[src/rtl/fifo_sc_pkg.sv]
// Shared sizing and threshold defaults for the 8x8 single-clock FIFO.
package fifo_sc_pkg;

  localparam int DATA_W    = 8;
  localparam int ADDR_W    = 3;
  localparam int DEPTH     = 2 ** ADDR_W;
  localparam int AFULL_TH  = 7;
  localparam int AEMPTY_TH = 1;

  // count needs one extra bit so that "full" (DEPTH) is distinct from "empty" (0)
  typedef logic [ADDR_W:0]   count_t;
  typedef logic [ADDR_W-1:0] ptr_t;
  typedef logic [DATA_W-1:0] word_t;

endpackage

[src/rtl/fifo_sc8x8_if.sv]
// Producer/consumer bus of the 8x8 FIFO with dcfifo-style duplicated status views.
interface fifo_sc8x8_if;
  import fifo_sc_pkg::*;

  logic       wrreq;
  word_t      data;
  logic       wrempty;
  logic       wrfull;
  logic       wr_almost_empty;
  logic       wr_almost_full;
  ptr_t       wrusedw;

  logic       rdreq;
  word_t      q;
  logic       rdempty;
  logic       rdfull;
  logic       rd_almost_empty;
  logic       rd_almost_full;
  ptr_t       rdusedw;

  modport master (
    output wrreq, data, rdreq,
    input  wrempty, wrfull, wr_almost_empty, wr_almost_full, wrusedw,
    input  q, rdempty, rdfull, rd_almost_empty, rd_almost_full, rdusedw
  );

  modport slave (
    input  wrreq, data, rdreq,
    output wrempty, wrfull, wr_almost_empty, wr_almost_full, wrusedw,
    output q, rdempty, rdfull, rd_almost_empty, rd_almost_full, rdusedw
  );

endinterface

[src/rtl/fifo_sc_mem.sv]
// Simple dual-port register array: synchronous write, combinational read address port.
module fifo_sc_mem
  import fifo_sc_pkg::*;
(
  input  logic  clk,
  input  logic  we,
  input  ptr_t  waddr,
  input  word_t wdata,
  input  ptr_t  raddr,
  output word_t rdata
);

  word_t mem [DEPTH];

  // storage is intentionally not reset; the pointers define what is valid
  always_ff @(posedge clk) begin
    if (we) mem[waddr] <= wdata;
  end

  assign rdata = mem[raddr];

endmodule

[src/rtl/fifo_sc8x8.sv]
// Single-clock 8-word x 8-bit FIFO with duplicated write/read status views.
// Build option: define FIFO_SHOWAHEAD_EN for show-ahead read mode (q shows the
// head word continuously, rdreq pops it). Default is normal mode (q is
// registered and updates the cycle after an accepted read).
module fifo_sc8x8
  import fifo_sc_pkg::*;
(
  input  logic         clk,
  input  logic         aclr_n,
  fifo_sc8x8_if.slave  bus
);

  ptr_t   wr_ptr;
  ptr_t   rd_ptr;
  count_t count;
  word_t  mem_rdata;

  logic empty, full, almost_empty, almost_full;
  logic wr_ok, rd_ok;

  assign empty        = (count == '0);
  assign full         = (count == count_t'(DEPTH));
  assign almost_empty = (count <= count_t'(AEMPTY_TH));
  assign almost_full  = (count >= count_t'(AFULL_TH));

  // full gates writes unconditionally, so a write is rejected at full even when a read pops
  assign wr_ok = bus.wrreq & ~full;
  assign rd_ok = bus.rdreq & ~empty;

  fifo_sc_mem u_mem (
    .clk   (clk),
    .we    (wr_ok),
    .waddr (wr_ptr),
    .wdata (bus.data),
    .raddr (rd_ptr),
    .rdata (mem_rdata)
  );

  // pointer and occupancy bookkeeping
  always_ff @(posedge clk or negedge aclr_n) begin
    if (!aclr_n) begin
      wr_ptr <= '0;
      rd_ptr <= '0;
      count  <= '0;
    end else begin
      if (wr_ok) wr_ptr <= wr_ptr + ptr_t'(1);
      if (rd_ok) rd_ptr <= rd_ptr + ptr_t'(1);
      if (wr_ok && !rd_ok)      count <= count + count_t'(1);
      else if (rd_ok && !wr_ok) count <= count - count_t'(1);
    end
  end

`ifdef FIFO_SHOWAHEAD_EN
  assign bus.q = mem_rdata;
`else
  word_t q_reg;

  // normal mode: q captures the head word on an accepted read and holds otherwise
  always_ff @(posedge clk or negedge aclr_n) begin
    if (!aclr_n)    q_reg <= '0;
    else if (rd_ok) q_reg <= mem_rdata;
  end

  assign bus.q = q_reg;
`endif

  assign bus.wrempty         = empty;
  assign bus.wrfull          = full;
  assign bus.wr_almost_empty = almost_empty;
  assign bus.wr_almost_full  = almost_full;
  assign bus.wrusedw         = count[ADDR_W-1:0];

  assign bus.rdempty         = empty;
  assign bus.rdfull          = full;
  assign bus.rd_almost_empty = almost_empty;
  assign bus.rd_almost_full  = almost_full;
  assign bus.rdusedw         = count[ADDR_W-1:0];

endmodule

[src/flat_wrapper.sv]
// flat-port wrapper written by rule: the top's interface ports become plain ports
module fifo_sc8x8_flat import fifo_sc_pkg::*;
  (clk, aclr_n, bus_wrreq, bus_data, bus_rdreq, bus_wrempty, bus_wrfull, bus_wr_almost_empty, bus_wr_almost_full, bus_wrusedw, bus_q, bus_rdempty, bus_rdfull, bus_rd_almost_empty, bus_rd_almost_full, bus_rdusedw);
  fifo_sc8x8_if bus_i ();
  input  logic clk;
  input  logic aclr_n;
  input wire logic [$bits(bus_i.wrreq)-1:0] bus_wrreq;
  input wire logic [$bits(bus_i.data)-1:0] bus_data;
  input wire logic [$bits(bus_i.rdreq)-1:0] bus_rdreq;
  output wire logic [$bits(bus_i.wrempty)-1:0] bus_wrempty;
  output wire logic [$bits(bus_i.wrfull)-1:0] bus_wrfull;
  output wire logic [$bits(bus_i.wr_almost_empty)-1:0] bus_wr_almost_empty;
  output wire logic [$bits(bus_i.wr_almost_full)-1:0] bus_wr_almost_full;
  output wire logic [$bits(bus_i.wrusedw)-1:0] bus_wrusedw;
  output wire logic [$bits(bus_i.q)-1:0] bus_q;
  output wire logic [$bits(bus_i.rdempty)-1:0] bus_rdempty;
  output wire logic [$bits(bus_i.rdfull)-1:0] bus_rdfull;
  output wire logic [$bits(bus_i.rd_almost_empty)-1:0] bus_rd_almost_empty;
  output wire logic [$bits(bus_i.rd_almost_full)-1:0] bus_rd_almost_full;
  output wire logic [$bits(bus_i.rdusedw)-1:0] bus_rdusedw;
  assign bus_i.wrreq = bus_wrreq;
  assign bus_i.data = bus_data;
  assign bus_i.rdreq = bus_rdreq;
  assign bus_wrempty = bus_i.wrempty;
  assign bus_wrfull = bus_i.wrfull;
  assign bus_wr_almost_empty = bus_i.wr_almost_empty;
  assign bus_wr_almost_full = bus_i.wr_almost_full;
  assign bus_wrusedw = bus_i.wrusedw;
  assign bus_q = bus_i.q;
  assign bus_rdempty = bus_i.rdempty;
  assign bus_rdfull = bus_i.rdfull;
  assign bus_rd_almost_empty = bus_i.rd_almost_empty;
  assign bus_rd_almost_full = bus_i.rd_almost_full;
  assign bus_rdusedw = bus_i.rdusedw;
  fifo_sc8x8 u_core (.clk(clk), .aclr_n(aclr_n), .bus(bus_i));
endmodule
[config.mk]
export PLATFORM = sky130hd
export DESIGN_NAME = fifo_sc8x8_flat
export DESIGN_NICKNAME = d
export VERILOG_FILES = /design/src/rtl/fifo_sc_pkg.sv /design/src/rtl/fifo_sc8x8_if.sv /design/src/rtl/fifo_sc_mem.sv /design/src/rtl/fifo_sc8x8.sv /design/src/flat_wrapper.sv
export SDC_FILE = /design/constraint.sdc
export NUM_CORES = 1
export LEC_CHECK = 0
export CORE_MARGIN = 8
export CORE_UTILIZATION = 40
export CTS_BUF_LIST = sky130_fd_sc_hd__clkbuf_2 sky130_fd_sc_hd__clkbuf_4 sky130_fd_sc_hd__clkbuf_8
export DETAILED_ROUTE_END_ITERATION = 8
export PLACE_DENSITY_LB_ADDON = 0.2
export SYNTH_ARGS = -nofsm -noshare
export SYNTH_HDL_FRONTEND = slang
export SYNTH_SLANG_ARGS = --single-unit
[constraint.sdc]
create_clock -name clk -period 2.3 [get_ports clk]
set_input_delay 0.575 -clock clk [delete_from_list [all_inputs] [get_ports clk]]
set_output_delay 0.575 -clock clk [all_outputs]
set_load 0.005 [all_outputs]
==> results of run 1 <==
==> kinds of logic (layout without fill, tap and decap cells) <==
logic type	Yosys count	after routing
flops	82	82
mux	35	35
buf+inv	23	77
xor+xnor	8	8
simple gates	29	29
fa+ha+maj	6	6
compound gates	35	35
==> Yosys cell counts <==
master    instances  area, sq um
edfxtp_1         64         1922
dfrtp_1          18        450.4
mux2_2           18        202.7
mux2i_1          17        170.2
buf_4            12        90.09
nor2_1            9        33.78
o21ai_0           9        45.04
a22o_1            8        70.07
o22ai_1           8        50.05
o31ai_1           8        60.06
ha_1              6        75.07
inv_1             5        18.77
xnor2_1           5        43.79
nand2_1           4        15.01
nand2b_1          4        25.02
nand3b_1          3        22.52
nor3_1            3        15.01
xor2_1            3        26.28
buf_2             2        10.01
buf_6             2        22.52
nand3_1           2        10.01
a21o_2            1        8.760
a21oi_2           1        8.760
buf_1             1        3.750
clkbuf_1          1        3.750
nand4_1           1        6.260
nor2b_1           1        6.260
nor3b_1           1        7.510
or4_1             1        7.510
==> per-layer routing <==
metal	vias to the layer above	routed length, um	global-route usage (%)
met5	-	0	0
met2	51	3214	18.40
met3	9	404	3.068
li1	916	-	-
met4	0	94	6.256
met1	939	3055	16.06
==> worst max path at each step <==
stage | start | endpoint | slack [ps]
6_report | u_core.count[1]$_DFFE_PN0P_ | u_core.count[3]$_DFFE_PN0P_ | 170
5_1_grt | u_core.count[1]$_DFFE_PN0P_ | u_core.count[3]$_DFFE_PN0P_ | 50
3_5_place_dp | u_core.count[1]$_DFFE_PN0P_ | bus_wrempty | 100
4_1_cts | u_core.count[0]$_DFFE_PN0P_ | bus_rd_almost_full | 140
3_3_place_gp | u_core.count[1]$_DFFE_PN0P_ | bus_wrempty | 100
2_1_floorplan | u_core.count[0]$_DFFE_PN0P_ | u_core.count[3]$_DFFE_PN0P_ | 100
==> cell type report <==
cell class,instances,area [sq um],share of cell area (%)
Inverter,5,18.77,0.4507
Multi-Input combinational cell,113,923.4,22.18
Sequential cell,82,2372,56.97
Timing Repair Buffer,56,493.0,11.84
Tap cell,105,131.4,3.155
Clock inverter,7,101.3,2.434
Clock buffer,9,123.9,2.975
==> per-stage QoR <==
step,setup WS [ps],hold WS (ps)
detailed placement,98.01,508.2
CTS,140.9,526.2
global placement,104.3,502.6
global route,48.11,553.5
finish,166.1,519.4
floorplan,103.0,279.4
==> worst register-to-register path: stages, from the launching register on <==
cell	delay (ps)
dfrtp_1	380
inv_1	70
ha_1	170
buf_4	120
nand3b_1	120
buf_4	180
nand2_1	80
inv_1	50
ha_1	190
or4_1	420
a21oi_2	160
xor2_1	140
==> repair_timing <==
action / 4_1_cts / 5_1_grt
setup buffers: 1 / 0
resized for setup: 11 / 0
endpoints found under the setup margin: 8 / 0
==> report_power, final <==
group	switching, mW	internal (mW)	leakage [nW]	total (mW)
Clock	0.532	0.622	0.112	1.15
Sequential	0.196	1.94	0.794	2.14
Combinational	0.898	0.989	0.670	1.89
==> flow_summary.toml, run 1 <==
[sta]
rsz0062_at_grt = "false"
fin_crit_sh_pct = 92.78
fmax_mhz = 468.6
setup_tns_ps = 0
period_needed_ps = 2134
finalHoldViolCount = 0
finalSetupViolCount = 0
relSlewSlack_pct = 64.38
finClkSkew_ps = 4.431
drv_slew = 0
max_slew.worst_pin.slew_ps = 534.3

[place]
postPlaceCellArea_sq_um = 3928
place_hpwl_mm = 4.421
place_inst = 360
place.gp.congestion = 0.7290
port_buffers = 33

[final_layout]
largest_reg_flops = 64
fin_cells = 377
final_nets = 285
mostFrequentLayoutCells = "64 x edfxtp_1, 25 x clkdlybuf4s50_1, 23 x buf_4"
fill_cells = 705
fin_util_pct = 50.42
final_common_cell = "edfxtp_1"
design_area_sq_um = 4164
area_growth_pct = 21.37
diodes = 0
drive_gt1_share_pct = 22.43

[drt]
antenna_left = 0
finalWirelength_mm = 6.768
viasPerCell = 5.080
dr.pass1.iters = 4
drc = 0
avgRoutedWirePerCell_um = 17.95
drtIter0Drc = 83
num_vias = 1915

[pwr]
powerDensity_nw_per_um2 = 1244
power.leakage_nw = 1.576
peakVddDrop_v = 0.0005936
power.total_mw = 5.181

[yosys]
synth-seq-cells = 82
synth_top_family_by_area = "multiplexers"
syn_inst = 218
yosysWarnings = 0
syn_avg_cell_area_sq_um = 15.74
synthMuxAreaShare_pct = 10.87
syn_area_sq_um = 3431
yosys.area_share.simple_pct = 4.340
synth_xor_area_share_pct = 2.042
synthAdderAreaFrac_pct = 2.188
syn_nets = 236
synth_cell_types = 29
synth_compound_area_share_pct = 7.075
yosysSeqAreaShare_pct = 69.15

[floorplan]
die_w_um = 108.6
rows = 33
dieArea_sq_um = 11800
start_util_pct = 41.55
io_pins = 34
die_height_um = 108.6
coreArea_sq_um = 8258

[setup_path]
cp.required_ps = 2580
path_depth = 11
critical_path_class = "register to register"
r2r-start = "u_core.count[1]$_DFFE_PN0P_"
cp_cell_sequence = "inv_1, ha_1, buf_4, nand3b_1, buf_4, nand2_1, inv_1, ha_1, or4_1, a21oi_2, xor2_1"
worst-r2r-setup-slack_ps = 170
critPathBufInv = 4
cpPeakStageDelay_ps = 420
cp_max_fo = 4
rr_endpoint = "u_core.count[3]$_DFFE_PN0P_"
cp.arrival_ps = 2410
cp_top_family = "simple AND/OR/NAND/NOR gates"
critPathSlowestCell = "or4_1"
ff2ff_path_depth = 11
critPathLaunchType = "register"
cp-end-kind = "register"

[run]
maxCapViolCount = 0

[global_route]
grt_pass1_wl_mm = 10.54
grt_pass1_vias = 1949
antenna_found_initial = 0
grt_max_degree = 35
grt_overflow = 0
track_usage_pct = 12.22

[min_path]
hold_path_class = "register to register"
whs_path_depth = 2
min_from = "u_core.bus.q[2]$_DFFE_PN0P_"
min_to = "u_core.bus.q[2]$_DFFE_PN0P_"

[clocking]
clockRootBuffer = "clkbuf_8"
clkSlewWorstSetupHoldPaths_ps = 80
ctsHoldBuffers = 0
h-tree-depth = 3
clock_path_buffers = 2
cts_buffers = 9
cts_tree = "yes"
cts_sinks = 82
clk_latency_ps = 350

[status]
outcome = "finished clean"
(Power assumes the default switching activity.)
==> inputs of run 2 (changes only) <==
SKIP_CTS_REPAIR_TIMING = 1   (was default)
==> flow_summary.toml, run 2 (same netlist as run 1, synthesis figures left out) <==
[min_path]
min_from = "u_core.bus.q[2]$_DFFE_PN0P_"
hold_path_class = "register to register"

[final_layout]
final_nets = 288
fin_util_pct = 51.15
drive_gt1_share_pct = 24.00
fill_cells = 696
diodes = 0
fin_cells = 380
mostFrequentLayoutCells = "64 x edfxtp_1, 26 x buf_4, 25 x clkdlybuf4s50_1"
largest_reg_flops = 64
design_area_sq_um = 4224
final_common_cell = "edfxtp_1"
area_growth_pct = 23.12

[setup_path]
cp_common_cell = "buf_4"
critPathSlowestCell = "or4_1"
cp.arrival_ps = 2560
critical_path_class = "register to register"
path_depth = 12
cp-end-kind = "register"
critPathCapture = "u_core.count[3]$_DFFE_PN0P_"
cp.required_ps = 2580
rr_endpoint = "u_core.count[3]$_DFFE_PN0P_"
r2r-start = "u_core.count[1]$_DFFE_PN0P_"
critPathBufInv = 5
cp_top_family = "simple AND/OR/NAND/NOR gates"
cp_max_fo = 3
cp_cell_sequence = "inv_1, ha_2, buf_4, nand3b_1, buf_4, buf_4, nand2_1, inv_1, ha_1, or4_1, a21oi_2, xor2_1"
critPathLaunchType = "register"
cpPeakStageDelay_ps = 420
ff2ff_path_depth = 12
worst-r2r-setup-slack_ps = 20
cp-startpoint = "u_core.count[1]$_DFFE_PN0P_"

[clocking]
cts_tree = "yes"
clock_path_buffers = 2
clk_latency_ps = 350
clockRootBuffer = "clkbuf_8"
cts_buffers = 9
clkSlewWorstSetupHoldPaths_ps = 80
h-tree-depth = 3
cts_sinks = 82

[sta]
relSlewSlack_pct = 63.79
setup_tns_ps = 0
finClkSkew_ps = 6.504
fin_ws_ps = 24.69
drv_slew = 0
period_needed_ps = 2275
rsz0062_at_grt = "true"
finalSetupViolCount = 0
fmax_mhz = 439.5
fin_crit_sh_pct = 98.93
finalHoldViolCount = 0
max_slew.worst_pin.slew_ps = 543.2
holdWs_ps = 518.6

[pwr]
peakVddDrop_v = 0.0005938
power.leakage_nw = 1.679
powerDensity_nw_per_um2 = 1243
power.total_mw = 5.252

[status]
outcome = "finished clean"

[global_route]
track_usage_pct = 12.20
grt_max_degree = 35
antenna_found_initial = 0
grt_overflow = 0
grt_pass1_vias = 1939
grt_pass1_wl_mm = 10.51

[place]
place_inst = 360
postPlaceCellArea_sq_um = 3928
dp_worst_setup_slack_ps = 98.01
place.gp.congestion = 0.7290
place_hpwl_mm = 4.421
port_buffers = 33

[floorplan]
rows = 33
coreArea_sq_um = 8258
io_pins = 34
die_w_um = 108.6
die_height_um = 108.6
dieArea_sq_um = 11800
start_util_pct = 41.55

[drt]
num_vias = 1928
antenna_left = 0
avgRoutedWirePerCell_um = 18.09
drc = 0
dr.pass1.iters = 4
drtIter0Drc = 98
viasPerCell = 5.074
finalWirelength_mm = 6.873

[run]
maxCapViolCount = 0
-- run 2: worst min path at each step --
stage / end / slack, ps / cells past startpoint
6_report: u_core.bus.q[2]$_DFFE_PN0P_ / 520 / 2
5_1_grt: u_core.bus.q[2]$_DFFE_PN0P_ / 550 / 2
4_1_cts: u_core.wr_ptr[0]$_DFFE_PN0P_ / 530 / 1
3_5_place_dp: u_core.wr_ptr[0]$_DFFE_PN0P_ / 510 / 1
3_3_place_gp: u_core.bus.q[2]$_DFFE_PN0P_ / 500 / 2
2_1_floorplan: u_core.bus.q[0]$_DFFE_PN0P_ / 280 / 0
-- run 2: power by group --
part | internal (mW) | switching (mW)
Clock | 0.622 | 0.531
Combinational | 1.04 | 0.920
Sequential | 1.94 | 0.200
-- run 2: final cells by class --
cell class / instances / area, sq um / share of cell area, %
clock buffer: 9 / 123.9 / 2.932
clock inverter: 7 / 101.3 / 2.399
inverter: 5 / 18.77 / 0.4443
multi-input combinational: 113 / 930.9 / 22.04
sequential: 82 / 2372 / 56.16
tap: 105 / 131.4 / 3.110
timing repair buffer: 59 / 545.5 / 12.91
-- run 2: tightest hold or removal path, cell delays in order, from the launching register on --
cell and delay, ps:
dfrtp_1 350, o21ai_0 80, o31ai_1 60
-- run 2: layer usage --
metal	GRT usage (%)	vias up	part of all wire, %
met5	0	-	0
met4	6.256	0	1.2
met3	3.068	7	6.3
met2	18.27	58	47
met1	16.10	941	46
li1	-	922	-
==> inputs of run 3 (changes only) <==
CORE_UTILIZATION = 53   (was 40)
==> flow_summary.toml, run 3 (same netlist as run 1, synthesis figures left out) <==
[drt]
dr.pass1.iters = 4
antenna_left = 0
drtIter0Drc = 161
viasPerCell = 5.584
finalWirelength_mm = 6.938
drc = 0
num_vias = 1960
avgRoutedWirePerCell_um = 19.77

[final_layout]
multi_input_area_sq_um = 928.4
diodes = 0
mostFrequentLayoutCells = "64 x edfxtp_1, 25 x clkdlybuf4s50_1, 24 x buf_4"
final_nets = 287
regArea_sq_um = 2372
area_growth_pct = 20.68
final_common_cell = "edfxtp_1"
fill_cells = 477
largest_reg_flops = 64
design_area_sq_um = 4140
drive_gt1_share_pct = 22.99

[min_path]
hold_path_class = "register to register"
whs_path_depth = 1

[pwr]
pwr-share-seq_pct = 43.1
intPower_mw = 3.392
peakVddDrop_v = 0.0007498
pwr-share-clk_pct = 18.6
comb_power_share_pct = 38.3
power_switching_mw = 1.657
powerDensity_nw_per_um2 = 1219
power.leakage_nw = 1.655
p_sw_share_pct = 32.82
power.total_mw = 5.048

[floorplan]
io_pins = 34
dieArea_sq_um = 9304
die_w_um = 96.46
start_util_pct = 54.34
rows = 29
die_height_um = 96.46
coreArea_sq_um = 6314

[clocking]
clockRootBuffer = "clkbuf_8"
cts_sinks = 82
clock_path_buffers = 2
clkSlewWorstSetupHoldPaths_ps = 80
clk_latency_ps = 350
h-tree-depth = 3
cts_tree = "yes"
cts_buffers = 9

[sta]
rsz0062_at_grt = "false"
finalSetupViolCount = 0
max_slew.worst_pin.slew_ps = 456.3
setup_tns_ps = 0
relSlewSlack_pct = 69.58
fmax_mhz = 460.1
finalHoldViolCount = 0
period_needed_ps = 2173
drv_slew = 0
finClkSkew_ps = 9.961
fin_crit_sh_pct = 94.49

[global_route]
grt_pass1_wl_mm = 10.76
grt_pass1_vias = 2035
grt_max_degree = 28
track_usage_pct = 16.00
grt_overflow = 0
antenna_found_initial = 0

[setup_path]
critical_path_class = "register to register"
cp_max_fo = 3
critPathLaunchType = "register"
cp.required_ps = 2570
cp-end-kind = "register"
cp.arrival_ps = 2440
ff2ff_path_depth = 11

[place]
place_hpwl_mm = 4.545
place.gp.congestion = 0.7492
postPlaceCellArea_sq_um = 3905
port_buffers = 33

[status]
outcome = "finished clean"

[run]
maxCapViolCount = 0
## run 3: cell type report
class	instances	area share, %
flip-flops and latches	82	57.30
multi-input cells	113	22.42
repair buffers	58	13.30
clock buffers	9	2.992
well taps	77	2.327
clock inverters	7	1.209
inverters	5	0.4533
## run 3: layer usage
layer	track usage [%]	vias to the layer above	routed length, um
met2	25.87	49	3390
li1	-	927	-
met3	3.168	7	338
met5	0	-	0
met4	6.683	0	100
met1	20.62	977	3108
## run 3: power by group through the flow
stage / sequential, mW / combinational (mW) / clock (mW)
CTS: 2.17 / 1.95 / 0.952
detailed placement: 2.20 / 1.93 / 0
finish: 2.17 / 1.93 / 0.941
global route: 2.22 / 2.11 / 1.02
floorplan: 2.14 / 1.22 / 0
global placement: 2.18 / 1.91 / 0
## run 3: final timing paths
| path | start | slack (ps) | to |
|---|---|---|---|
| max | u_core.count[1]$_DFFE_PN0P_ | 130 | u_core.count[3]$_DFFE_PN0P_ |
| min | u_core.wr_ptr[0]$_DFFE_PN0P_ | 530 | u_core.wr_ptr[0]$_DFFE_PN0P_ |
| max reg2reg | u_core.count[1]$_DFFE_PN0P_ | 130 | u_core.count[3]$_DFFE_PN0P_ |
| min reg2reg | u_core.wr_ptr[0]$_DFFE_PN0P_ | 530 | u_core.wr_ptr[0]$_DFFE_PN0P_ |
| max in group asynchronous | aclr_n | 1530 | u_core.bus.q[1]$_DFFE_PN0P_ |
| min in group asynchronous | aclr_n | 570 | u_core.bus.q[2]$_DFFE_PN0P_ |
## run 3: per-stage QoR
stage	util [%]	setup WS [ps]	cells	hold slack [ps]
6_report	65.58	126.7	351	525.9
5_1_grt	65.58	18.93	351	555.1
4_1_cts	64.61	-323.6	348	528.6
3_5_place_dp	61.85	66.41	332	512.9
3_3_place_gp	61.85	101.6	332	502.0
2_1_floorplan	-	103.0	218	279.4
## run 3: worst max-delay path: stages, from the launching register on
cell,delay (ps)
dfrtp_1,380
inv_1,80
ha_2,180
buf_4,110
nand3b_1,140
buf_4,180
nand2_1,80
inv_1,50
ha_1,190
or4_1,420
a21oi_2,160
xor2_1,140
